<file path="src/rtl/hazard_scoreboard_unit_pkg.sv">
// Shared defaults and types for the hazard scoreboard unit.
//   HZ_REG_ADDR_W / HZ_NUM_REGS : register file geometry
//   HZ_DIV_LAT                  : divider occupancy in cycles (>= 2)
//   hazard_cause_e              : which priority level is driving the pipeline controls
package hazard_scoreboard_unit_pkg;

   localparam int HZ_REG_ADDR_W = 5;
   localparam int HZ_NUM_REGS   = 32;
   localparam int HZ_DIV_LAT    = 8;

   typedef enum logic [1:0] {
      CAUSE_NONE   = 2'd0,
      CAUSE_MEM    = 2'd1,
      CAUSE_BRANCH = 2'd2,
      CAUSE_USE    = 2'd3
   } hazard_cause_e;

   function automatic int cnt_width(input int lat);
      return (lat > 1) ? $clog2(lat) : 1;
   endfunction

endpackage

</file>
<file path="src/rtl/hazard_scoreboard_unit_if.sv">
// Pipeline <-> hazard unit signal bundle.
//   master : the pipeline (drives stage info, receives stall/flush controls)
//   slave  : the hazard unit
interface hazard_scoreboard_unit_if #(
   parameter int REG_ADDR_W = hazard_scoreboard_unit_pkg::HZ_REG_ADDR_W,
   parameter int NUM_REGS   = hazard_scoreboard_unit_pkg::HZ_NUM_REGS
);
   logic [REG_ADDR_W-1:0] Rs1D, Rs2D, RdD, RDE, RDW;
   logic                  UsesRs1D, UsesRs2D, LongD, IsDivD;
   logic                  RegWriteE, MemReadE, DivE, PCSrcE;
   logic                  MemReqM, MemReadyM;
   logic                  RegWriteW, LongW;
   logic                  StallF, StallD, StallE, StallM;
   logic                  FlushD, FlushE, FlushW;
   logic                  DivBusy;
   logic [NUM_REGS-1:0]   PendingMask;

   modport master (
      output Rs1D, Rs2D, UsesRs1D, UsesRs2D, RdD, LongD, IsDivD,
      output RDE, RegWriteE, MemReadE, DivE, PCSrcE,
      output MemReqM, MemReadyM, RDW, RegWriteW, LongW,
      input  StallF, StallD, StallE, StallM, FlushD, FlushE, FlushW,
      input  DivBusy, PendingMask
   );

   modport slave (
      input  Rs1D, Rs2D, UsesRs1D, UsesRs2D, RdD, LongD, IsDivD,
      input  RDE, RegWriteE, MemReadE, DivE, PCSrcE,
      input  MemReqM, MemReadyM, RDW, RegWriteW, LongW,
      output StallF, StallD, StallE, StallM, FlushD, FlushE, FlushW,
      output DivBusy, PendingMask
   );
endinterface

</file>
<file path="src/rtl/hazard_scoreboard_unit_scoreboard.sv">
// Pending-bit array for long-latency register writers.
//   set_en/set_idx : mark a register as having an outstanding long write
//   clr_en/clr_idx : long write retired in W
//   mask_o         : current pending bits (bit 0 always 0)
module hazard_scoreboard #(
   parameter int REG_ADDR_W = 5,
   parameter int NUM_REGS   = 32
) (
   input  logic                  clk,
   input  logic                  rst_n,
   input  logic                  set_en,
   input  logic [REG_ADDR_W-1:0] set_idx,
   input  logic                  clr_en,
   input  logic [REG_ADDR_W-1:0] clr_idx,
   output logic [NUM_REGS-1:0]   mask_o
);

   logic [NUM_REGS-1:0] pend_q, pend_d;

   // Set is applied after clear so a newer writer of the same register wins.
   always_comb begin
      pend_d = pend_q;
      if (clr_en) pend_d[clr_idx] = 1'b0;
      if (set_en) pend_d[set_idx] = 1'b1;
      pend_d[0] = 1'b0;
   end

   always_ff @(posedge clk or negedge rst_n) begin
      if (!rst_n) pend_q <= '0;
      else        pend_q <= pend_d;
   end

   assign mask_o = pend_q;

endmodule

</file>
<file path="src/rtl/hazard_scoreboard_unit.sv">
// Hazard unit for the 5-stage core: scoreboard for loads/divides, divider busy counter,
// and fixed-priority stall/flush generation (memory wait > taken branch > use stall).
//   clk, rst_n : clock, async active-low reset
//   hz (slave) : stage inputs, stall/flush outputs, DivBusy, PendingMask
module hazard_scoreboard_unit
   import hazard_scoreboard_unit_pkg::*;
#(
   parameter int REG_ADDR_W = HZ_REG_ADDR_W,
   parameter int NUM_REGS   = HZ_NUM_REGS,
   parameter int DIV_LAT    = HZ_DIV_LAT
) (
   input logic                     clk,
   input logic                     rst_n,
   hazard_scoreboard_unit_if.slave hz
);

   localparam int CNT_W = cnt_width(DIV_LAT);

   logic [CNT_W-1:0]    div_cnt_q, div_cnt_d;
   logic [NUM_REGS-1:0] pend_mask;
   logic [NUM_REGS-1:0] busy_vec;
   logic                mem_stall, e_long, clr_en, issue;
   logic                raw_stall, div_stall, div_busy;
   hazard_cause_e       cause;

   assign mem_stall = hz.MemReqM & ~hz.MemReadyM;
   assign e_long    = hz.RegWriteE & (hz.MemReadE | hz.DivE);
   assign clr_en    = hz.RegWriteW & hz.LongW;
   assign issue     = e_long & (hz.RDE != '0) & ~mem_stall;
   assign div_busy  = (div_cnt_q != '0);

   hazard_scoreboard #(
      .REG_ADDR_W (REG_ADDR_W),
      .NUM_REGS   (NUM_REGS)
   ) u_scoreboard (
      .clk     (clk),
      .rst_n   (rst_n),
      .set_en  (issue),
      .set_idx (hz.RDE),
      .clr_en  (clr_en),
      .clr_idx (hz.RDW),
      .mask_o  (pend_mask)
   );

   // A register retiring in W this cycle is forwarded, so it no longer blocks D.
   always_comb begin
      busy_vec = '0;
      for (int r = 1; r < NUM_REGS; r++) begin
         busy_vec[r] = (pend_mask[r] & ~(clr_en & (hz.RDW == REG_ADDR_W'(r))))
                     | (e_long & (hz.RDE == REG_ADDR_W'(r)));
      end
   end

   assign raw_stall = (hz.UsesRs1D & busy_vec[hz.Rs1D])
                    | (hz.UsesRs2D & busy_vec[hz.Rs2D])
                    | (hz.LongD    & busy_vec[hz.RdD]);
   assign div_stall = hz.IsDivD & (div_busy | hz.DivE);

   always_comb begin
      div_cnt_d = div_cnt_q;
      if (hz.DivE && !mem_stall) div_cnt_d = CNT_W'(DIV_LAT - 1);
      else if (div_busy)         div_cnt_d = div_cnt_q - CNT_W'(1);
   end

   always_ff @(posedge clk or negedge rst_n) begin
      if (!rst_n) div_cnt_q <= '0;
      else        div_cnt_q <= div_cnt_d;
   end

   always_comb begin
      if (mem_stall)                   cause = CAUSE_MEM;
      else if (hz.PCSrcE)              cause = CAUSE_BRANCH;
      else if (raw_stall | div_stall)  cause = CAUSE_USE;
      else                             cause = CAUSE_NONE;
   end

   // During a memory wait the branch stays in E and is re-evaluated, so no flush yet.
   always_comb begin
      hz.StallF = 1'b0;
      hz.StallD = 1'b0;
      hz.StallE = 1'b0;
      hz.StallM = 1'b0;
      hz.FlushD = 1'b0;
      hz.FlushE = 1'b0;
      hz.FlushW = 1'b0;
      unique case (cause)
         CAUSE_MEM: begin
            hz.StallF = 1'b1;
            hz.StallD = 1'b1;
            hz.StallE = 1'b1;
            hz.StallM = 1'b1;
            hz.FlushW = 1'b1;
         end
         CAUSE_BRANCH: begin
            hz.FlushD = 1'b1;
            hz.FlushE = 1'b1;
         end
         CAUSE_USE: begin
            hz.StallF = 1'b1;
            hz.StallD = 1'b1;
            hz.FlushE = 1'b1;
         end
         default: ;
      endcase
   end

   assign hz.DivBusy     = div_busy;
   assign hz.PendingMask = pend_mask;

endmodule

</file>
<file path="src/flat_wrapper.sv">
// flat-port wrapper written by rule: the top's interface ports become plain ports
module hazard_scoreboard_unit_flat import hazard_scoreboard_unit_pkg::*;
#(
   parameter int REG_ADDR_W = HZ_REG_ADDR_W,
   parameter int NUM_REGS   = HZ_NUM_REGS,
   parameter int DIV_LAT    = HZ_DIV_LAT
)
  (clk, rst_n, hz_Rs1D, hz_Rs2D, hz_UsesRs1D, hz_UsesRs2D, hz_RdD, hz_LongD, hz_IsDivD, hz_RDE, hz_RegWriteE, hz_MemReadE, hz_DivE, hz_PCSrcE, hz_MemReqM, hz_MemReadyM, hz_RDW, hz_RegWriteW, hz_LongW, hz_StallF, hz_StallD, hz_StallE, hz_StallM, hz_FlushD, hz_FlushE, hz_FlushW, hz_DivBusy, hz_PendingMask);
  hazard_scoreboard_unit_if #(.REG_ADDR_W(REG_ADDR_W), .NUM_REGS(NUM_REGS)) hz_i ();
  input logic clk;
  input logic rst_n;
  input wire logic [$bits(hz_i.Rs1D)-1:0] hz_Rs1D;
  input wire logic [$bits(hz_i.Rs2D)-1:0] hz_Rs2D;
  input wire logic [$bits(hz_i.UsesRs1D)-1:0] hz_UsesRs1D;
  input wire logic [$bits(hz_i.UsesRs2D)-1:0] hz_UsesRs2D;
  input wire logic [$bits(hz_i.RdD)-1:0] hz_RdD;
  input wire logic [$bits(hz_i.LongD)-1:0] hz_LongD;
  input wire logic [$bits(hz_i.IsDivD)-1:0] hz_IsDivD;
  input wire logic [$bits(hz_i.RDE)-1:0] hz_RDE;
  input wire logic [$bits(hz_i.RegWriteE)-1:0] hz_RegWriteE;
  input wire logic [$bits(hz_i.MemReadE)-1:0] hz_MemReadE;
  input wire logic [$bits(hz_i.DivE)-1:0] hz_DivE;
  input wire logic [$bits(hz_i.PCSrcE)-1:0] hz_PCSrcE;
  input wire logic [$bits(hz_i.MemReqM)-1:0] hz_MemReqM;
  input wire logic [$bits(hz_i.MemReadyM)-1:0] hz_MemReadyM;
  input wire logic [$bits(hz_i.RDW)-1:0] hz_RDW;
  input wire logic [$bits(hz_i.RegWriteW)-1:0] hz_RegWriteW;
  input wire logic [$bits(hz_i.LongW)-1:0] hz_LongW;
  output wire logic [$bits(hz_i.StallF)-1:0] hz_StallF;
  output wire logic [$bits(hz_i.StallD)-1:0] hz_StallD;
  output wire logic [$bits(hz_i.StallE)-1:0] hz_StallE;
  output wire logic [$bits(hz_i.StallM)-1:0] hz_StallM;
  output wire logic [$bits(hz_i.FlushD)-1:0] hz_FlushD;
  output wire logic [$bits(hz_i.FlushE)-1:0] hz_FlushE;
  output wire logic [$bits(hz_i.FlushW)-1:0] hz_FlushW;
  output wire logic [$bits(hz_i.DivBusy)-1:0] hz_DivBusy;
  output wire logic [$bits(hz_i.PendingMask)-1:0] hz_PendingMask;
  assign hz_i.Rs1D = hz_Rs1D;
  assign hz_i.Rs2D = hz_Rs2D;
  assign hz_i.UsesRs1D = hz_UsesRs1D;
  assign hz_i.UsesRs2D = hz_UsesRs2D;
  assign hz_i.RdD = hz_RdD;
  assign hz_i.LongD = hz_LongD;
  assign hz_i.IsDivD = hz_IsDivD;
  assign hz_i.RDE = hz_RDE;
  assign hz_i.RegWriteE = hz_RegWriteE;
  assign hz_i.MemReadE = hz_MemReadE;
  assign hz_i.DivE = hz_DivE;
  assign hz_i.PCSrcE = hz_PCSrcE;
  assign hz_i.MemReqM = hz_MemReqM;
  assign hz_i.MemReadyM = hz_MemReadyM;
  assign hz_i.RDW = hz_RDW;
  assign hz_i.RegWriteW = hz_RegWriteW;
  assign hz_i.LongW = hz_LongW;
  assign hz_StallF = hz_i.StallF;
  assign hz_StallD = hz_i.StallD;
  assign hz_StallE = hz_i.StallE;
  assign hz_StallM = hz_i.StallM;
  assign hz_FlushD = hz_i.FlushD;
  assign hz_FlushE = hz_i.FlushE;
  assign hz_FlushW = hz_i.FlushW;
  assign hz_DivBusy = hz_i.DivBusy;
  assign hz_PendingMask = hz_i.PendingMask;
  hazard_scoreboard_unit #(.REG_ADDR_W(REG_ADDR_W), .NUM_REGS(NUM_REGS), .DIV_LAT(DIV_LAT)) u_core (.clk(clk), .rst_n(rst_n), .hz(hz_i));
endmodule
</file>
<file path="config.mk">
export PLATFORM = sky130hd
export DESIGN_NAME = hazard_scoreboard_unit_flat
export DESIGN_NICKNAME = d
export VERILOG_FILES = /design/src/rtl/hazard_scoreboard_unit_pkg.sv /design/src/rtl/hazard_scoreboard_unit_if.sv /design/src/rtl/hazard_scoreboard_unit_scoreboard.sv /design/src/rtl/hazard_scoreboard_unit.sv /design/src/flat_wrapper.sv
export SDC_FILE = /design/constraint.sdc
export NUM_CORES = 1
export LEC_CHECK = 0
export CAP_MARGIN = 20
export CORE_ASPECT_RATIO = 0.75
export CORE_UTILIZATION = 45
export DETAILED_ROUTE_END_ITERATION = 7
export PLACE_DENSITY = 0.82
export RECOVER_POWER = 100
export SYNTH_ARGS = -nofsm -noshare
export SYNTH_HDL_FRONTEND = slang
export SYNTH_SLANG_ARGS = --single-unit
</file>
<file path="constraint.sdc">
create_clock -name clk -period 4 [get_ports clk]
set_input_delay 0.8 -clock clk [delete_from_list [all_inputs] [get_ports clk]]
set_output_delay 0.8 -clock clk [all_outputs]
set_load 0.01 [all_outputs]
</file>
==> results.ini, run 1 <==
[yosys]
syn_avg_cell_area_um2 = 8.040
syn_nets = 445
syn_area_um2 = 3248
async_reset_ff_share_pct = 100.0
yosysSeqAreaShare_pct = 26.19
synth_cell_types = 73
synth_ff_type = dfrtp_1
yosys_register_bits = 34
syn_inst = 404
synth_edf_count = 0
yosys_warnings = 0

[power]
p_sw_share_pct = 41.52
power_frac_comb_pct = 56.0
p_clk_share_pct = 16.5
p_total_mw = 1.755
intPower_mw = 1.027
cellPowerDensity_nw_per_um2 = 305.9
ir_drop_uv = 287.0
p_leak_nw = 2.410
switching_power_mw = 0.7288
power_frac_seq_pct = 27.5

[outcome]
violations = DRC, capacitance limit, slew limit
outcome = finished with violations

[final_layout]
final_cell_count_no_fill = 720
n_antenna_cell = 0
synthToLayoutAreaGrowth_pct = 76.66
fill_cells = 424
drive_gt1_share_pct = 42.77
stdcell_area_um2 = 5738
nets = 662

[worst_setup_path]
timing.critical_path.buf_inv = 6
critical_path.top_delay_family = buffers and inverters
crit_arrival_ns = 3.20
cp-start-kind = input pin
worstPathRequired_ns = 3.20
path_cells = clkbuf_2 -> or2_4 -> buf_4 -> o31ai_1 -> buf_4 -> buf_4 -> nand4_1 -> a31oi_1 -> nor4_1 -> buf_4 -> nor4_2 -> a41oi_2 -> buf_2
rrSetupSlack_ns = 2.82
end_kind = primary output
setup.worst_path.class = input pin to primary output
slowest_delay_ns = 0.36
crit_slowest_cell = nor4_2
critPathMaxFanout = 5
crit_top_cell = buf_4

[timing]
whs_ns = 0.5251
timing.fmax_mhz = 250.1
fin_crit_ns = 3.999
finalCritPeriodShare_pct = 99.97
setup_viol = 0
max_slew_margin_pct = -32.08
setup_ws_ns = 0.001125
slew_violations = 35
clock_skew_ns = 0.0001669
worst_slew_pin_slew_ns = 1.981
hold_viol = 0

[floorplan]
core_area_um2 = 6897
dieHeight_um = 75.58
die_area_um2 = 7565
dieWidth_um = 100.1
io_pins = 79
initial_utilization_pct = 47.10
rows = 26

[min_path]
hold_path.class = flip-flop to flip-flop

[place]
place_ws_ns = -0.9001
dp_cells = 687
gp_congestion = 0.9943
io_buffers = 77
place_hpwl_um = 12530
dpl_cell_area_um2 = 5020

[global_route]
grt_max_degree = 35
grt_pass1_vias = 4675
grt_pass1_wl_um = 25500
grt_use_met1_pct = 56.73
grt_use_met3_pct = 18.99
met2_usage_pct = 71.95
grt-busiest-layer = met2
grt_overflow = 0
grt_use_total_pct = 45.87
grt_antenna_before_repair = 1

[routing]
drt.antenna.violating_nets = 0
remaining_drc_errors = 37
drtPass1Iterations = 8
totalWireLength_um = 18910
drt_iter0_markers = 1001
vias_per_cell = 7.167
routedWlPerCell_um = 26.27
vias = 5160

[clock_tree]
clk_pin_slew_ns = 0.08
cts.path.max_buffers = 2
numCtsBuffers = 5
htree_num_levels = 2
clock_sinks = 34
clk_latency_ns = 0.31
clock-root-buffer = clkbuf_8
holdBufCountCts = 0
cts_tree = built

[job]
maxCapViolCount = 1

-- synth_stat cells (3+ instances only) --
library cell  instances  share of area [%]
nand2_1              32                3.7
buf_2                 9                1.4
nand4b_1              4                1.1
o2111ai_1             4                1.1
nor2b_1               5               0.96
a32oi_1               5                1.3
a21oi_1               5               0.77
mux4_2                3                2.1
buf_6                 3                1.0
o311ai_0              3               0.81
nand4_1              20                3.9
a31oi_1               7                1.3
o21ai_1               3               0.46
nor4_1                5               0.96
nand4bb_1             4                1.4
inv_1                12                1.4
clkbuf_1             15                1.7
nand3_1              19                2.9
nor2_1               22                2.5
a41oi_1               6                1.6
a2111oi_0             3               0.81
o31ai_1              26                6.0
dfrtp_1              34                 26
buf_4                 4               0.92
o211ai_1             13                3.0
nor3_1               11                1.7
o21ai_0              37                5.7
or2_2                 6                1.2
o21bai_1              7                1.6
nand2b_1              8                1.5
o31a_1                8                2.2
or3_1                 5               0.96
-- worst paths after layout --
check / depth (start not counted) / to / from
worst max-delay path: 13 / hz_StallF / hz_RDW[1]
worst max register to register: 5 / u_core.div_cnt_q[1] / u_core.div_cnt_q[0]
worst min register to register: 2 / u_core.div_cnt_q[2] / u_core.div_cnt_q[2]
min in group asynchronous: 2 / u_core.u_scoreboard.mask_o[10] / rst_n
worst min-delay path: 2 / u_core.div_cnt_q[2] / u_core.div_cnt_q[2]
max in group asynchronous: 2 / u_core.u_scoreboard.mask_o[25] / rst_n
-- kinds of logic (layout without fill, tap and decap cells) --
logic type / after synthesis / in the layout / synth area share, %
other: 1 / 1 / 0.1155
buffers and inverters: 48 / 266 / 8.012
xor gates and xnor gates: 1 / 1 / 0.2697
muxes: 4 / 4 / 2.388
adders and majority gates: 2 / 2 / 0.7703
AOI/OAI and AO/OA: 148 / 148 / 32.24
and+or+nand+nor: 166 / 166 / 30.01
DFF: 34 / 34 / 26.19
-- tightest hold or removal path, cell delays in order (launching register included) --
cell and delay, ns:
dfrtp_1 0.36, mux2i_1 0.07, nand2_1 0.06
-- area by class of cell --
type | instances | area (um^2) | area share (%)
sequential | 34 | 850.8 | 14.83
tap | 98 | 122.6 | 2.137
clock buffer | 7 | 86.33 | 1.505
inverter | 12 | 45.04 | 0.7850
timing repair buffer | 246 | 2014 | 35.11
multi-input combinational | 322 | 2614 | 45.55
clock inverter | 1 | 5.005 | 0.08722
-- state kept, by name, summed over array words and instances, names as in the netlist --
name,count
u_core.u_scoreboard.mask_o,31
u_core.div_cnt_q,3
-- what timing repair did --
item	4_1_cts	5_1_grt
gates resized for setup	98	67
pin swaps	20	18
endpoints found under the hold margin	0	0
gates cloned	2	0
endpoints found under the setup margin	3	3
setup buffers	12	12
-- power groups by stage --
stage	sequential [mW]	clock, mW	combinational [mW]
floorplan	0.501	0	0.314
global placement	0.475	0	0.836
detailed placement	0.479	0	0.848
CTS	0.475	0.281	0.908
global route	0.487	0.303	1.01
finish	0.482	0.290	0.984
-- stage by stage --
step / util, % / setup TNS [ns]
CTS: 79.92 / 0
global route: 83.20 / -0.1600
global placement: 72.79 / -2.300
finish: 83.20 / 0
detailed placement: 72.79 / -2.553
floorplan: - / 0
-- cells in the final DEF (no fill, tap or decap), types with 10 or more instances in the layout --
master	netlist	layout
o21ai_0	37	32
nor2_1	22	21
dlygate4sd3_1	0	38
clkdlybuf4s50_1	0	21
o211ai_1	13	13
buf_4	4	156
nand3_1	19	18
nand4_1	20	20
dfrtp_1	34	34
clkbuf_2	1	10
nand2_1	32	31
o31ai_1	26	15
inv_1	12	12
-- per-layer routing --
| layer | vias up | routed length, um |
|---|---|---|
| met1 | 2386 | 6732 |
| met5 | - | 10 |
| met4 | 2 | 1570 |
| met3 | 182 | 3024 |
| met2 | 558 | 7575 |
| li1 | 2032 | - |
No activity file was read; power rests on OpenSTA's default activity.
==> inputs of run 2 (changes only) <==
--- a/config.mk
+++ b/config.mk
@@ -7,10 +7,12 @@
 export LEC_CHECK = 0
 export CAP_MARGIN = 20
 export CORE_ASPECT_RATIO = 0.75
+export CORE_MARGIN = 2
 export CORE_UTILIZATION = 45
 export DETAILED_ROUTE_END_ITERATION = 7
 export PLACE_DENSITY = 0.82
 export RECOVER_POWER = 100
+export REMOVE_ABC_BUFFERS = 1
 export SYNTH_ARGS = -nofsm -noshare
 export SYNTH_HDL_FRONTEND = slang
 export SYNTH_SLANG_ARGS = --single-unit
==> run 2 against run 1 <==
The run ends with DRC, capacitance limit, slew limit, setup timing left; via count shrank 6.0%; non-clock buffer count shrank 11; first-iteration DRC count down 21%; clock power down 2%; sequential power about the same; sequential share of layout area increased by 0.52 points.
==> results.ini, run 2 (synthesized netlist as in run 1, its figures left out) <==
[worst_setup_path]
crit_slowest_cell = a2111oi_2
crit_top_cell = buf_4
rrSetupSlack_ns = 2.80  ; -0.02 ns
path_cells = clkbuf_4 -> nand3_4 -> buf_12 -> o31ai_2 -> buf_4 -> nand2_1 -> o211ai_1 -> a31oi_1 -> buf_4 -> a2111oi_2 -> a41oi_2 -> buf_2
critPathMaxFanout = 8  ; +3
worstPathRequired_ns = 3.20  ; about the same
reg2reg_to = u_core.div_cnt_q[0]
cp-start-kind = input pin
end_kind = primary output
crit_arrival_ns = 3.28  ; +0.08 ns
slowest_delay_ns = 0.38  ; +0.02 ns
setup.worst_path.class = input pin to primary output
r2r_cells = 5  ; unchanged
r2r-start = u_core.div_cnt_q[0]

[routing]
drtPass1Iterations = 8  ; unchanged
drt_iter0_markers = 792  ; -21%
vias = 4852  ; -6.0%
vias_per_cell = 6.834  ; -4.6%
routedWlPerCell_um = 24.61  ; -6.3%
totalWireLength_um = 17470  ; -7.6%
drt.antenna.violating_nets = 0  ; unchanged
remaining_drc_errors = 29  ; -22%

[min_path]
holdPathEnd = u_core.u_scoreboard.mask_o[8]
worstHoldStart = u_core.u_scoreboard.mask_o[8]
hold_path.class = flip-flop to flip-flop
holdPathStages = 2  ; unchanged

[power]
ir_drop_uv = 261.7  ; -8.8%
p_leak_nw = 2.349  ; -2.5%
cellPowerDensity_nw_per_um2 = 303.5  ; -0.80%
p_total_mw = 1.683  ; -4.1%

[floorplan]
dieHeight_um = 77.58  ; +2.6%
die_area_um2 = 7920  ; +4.7%
core_area_um2 = 6897  ; unchanged
rows = 26  ; unchanged
initial_utilization_pct = 47.10  ; unchanged
dieWidth_um = 102.1  ; +2.0%
io_pins = 79  ; unchanged

[clock_tree]
clk_latency_ns = 0.30  ; about the same
cts.path.max_buffers = 2  ; unchanged
clock-root-buffer = clkbuf_8
clock_sinks = 34  ; unchanged
htree_num_levels = 2  ; unchanged
cts_tree = built
holdBufCountCts = 0  ; unchanged
numCtsBuffers = 5  ; unchanged
clk_pin_slew_ns = 0.07  ; about the same

[final_layout]
n_antenna_cell = 0  ; unchanged
fill_cells = 480  ; +13%
nets = 652  ; -1.5%
utilization_pct = 80.41  ; -2.8 points
largest_reg_flops = 31  ; unchanged
synthToLayoutAreaGrowth_pct = 70.72
layout_commonest_cell = buf_4
drive_gt1_share_pct = 40.20  ; -2.6 points
layout_common_cells = 148 x buf_4, 34 x o21ai_0, 34 x dfrtp_1, 33 x dlygate4sd3_1, 29 x nand2_1

[place]
gp_congestion = 1.179  ; +19%
place_hpwl_um = 12790  ; +2.1%
io_buffers = 77  ; unchanged

[outcome]
violations = DRC, capacitance limit, slew limit, setup timing
outcome = finished with violations

[timing]
worst_slew_pin_slew_ns = 1.989  ; +0.007727 ns
max_slew_margin_pct = -32.60  ; -0.52 points
fin_crit_ns = 4.081  ; +0.08209 ns
timing.fmax_mhz = 245.0  ; -2.0%
hold_viol = 0  ; unchanged
setup_ws_ns = -0.08097  ; -0.08209 ns
whs_ns = 0.5319  ; +0.006878 ns
finalCritPeriodShare_pct = 102.0  ; +2.1 points
setup_viol = 3  ; +3
clock_skew_ns = 0.00001954  ; -0.0001474 ns
rsz0062_at_grt = yes
slew_violations = 35  ; unchanged

[job]
maxCapViolCount = 1  ; unchanged

[global_route]
grt_max_degree = 35  ; unchanged
grt_pass1_wl_um = 25300  ; -0.78%
grt_antenna_before_repair = 0  ; -1
grt_overflow = 0  ; unchanged
grt_use_total_pct = 42.89  ; -3.0 points
grt_pass1_vias = 4506  ; -3.6%

run 2: final cells by class:
type                            instances  area [um^2]  share of cell area [%]
Inverter                               12        45.04                  0.8123
Multi-Input combinational cell        323         2487                   44.86
Sequential cell                        34        850.8                   15.34
Clock inverter                          2        12.51                  0.2256
Timing Repair Buffer                  235         1944                   35.06
Clock buffer                            6        82.58                   1.489
Tap cell                               98        122.6                   2.211
run 2: how the worst max path moves through the flow:
stage | endpoint | slack, ns | depth (start not counted) | from
floorplan | hz_StallD | 0.35 | 7 | hz_DivE
finish | hz_FlushE | -0.08 | 12 | hz_RegWriteW
CTS | hz_StallD | 0.003 | 12 | hz_RDW[1]
global route | hz_StallD | -0.1 | 10 | hz_RDE[1]
global placement | hz_StallD | -0.78 | 10 | hz_RDE[3]
detailed placement | hz_StallD | -0.84 | 9 | hz_RDW[2]
run 2: repair_timing:
item,in CTS,in global routing
endpoints found under the setup margin,3,3
buffers inserted,5,11
resized for setup,85,58
endpoints found under the hold margin,0,0
pin swaps,11,23
cloned,1,0
run 2: metal layers:
layer,wire length [um],track usage (%),up-vias
li1,-,-,2014
met1,6797,58.85,2265
met2,6994,59.01,454
met3,2738,20.09,119
met4,940,14.00,0
met5,0,0,-
run 2: per-stage QoR:
stage	area (um^2)	instances	setup WS (ns)	TNS (ns)
2_1_floorplan	3033	368	0.3541	0
3_3_place_gp	5025	686	-0.7841	-2.302
3_5_place_dp	5025	686	-0.8375	-2.442
4_1_cts	5365	700	0.002781	0
5_1_grt	5545	710	-0.09557	-0.2584
6_report	5545	710	-0.08097	-0.1345
run 2: report_power, final:
part | internal (mW) | switching (mW)
sequential | 0.422 | 0.0563
clock | 0.139 | 0.145
combinational | 0.441 | 0.479
run 2: critical path, delay by kind of cell:
family | cells | cell delay, ns
compound gates | 5 | 1.37
simple gates | 2 | 0.19
buf+inv | 5 | 0.91
==> inputs of run 3 (changes only) <==
--- a/config.mk
+++ b/config.mk
@@ -9,6 +9,7 @@
 export CORE_ASPECT_RATIO = 0.75
 export CORE_MARGIN = 2
 export CORE_UTILIZATION = 45
+export CTS_CLUSTER_SIZE = 24
 export DETAILED_ROUTE_END_ITERATION = 7
 export PLACE_DENSITY = 0.82
 export RECOVER_POWER = 100
==> results of run 3 <==
No change in the layout: final DEF, timing and power equal those of run 2.
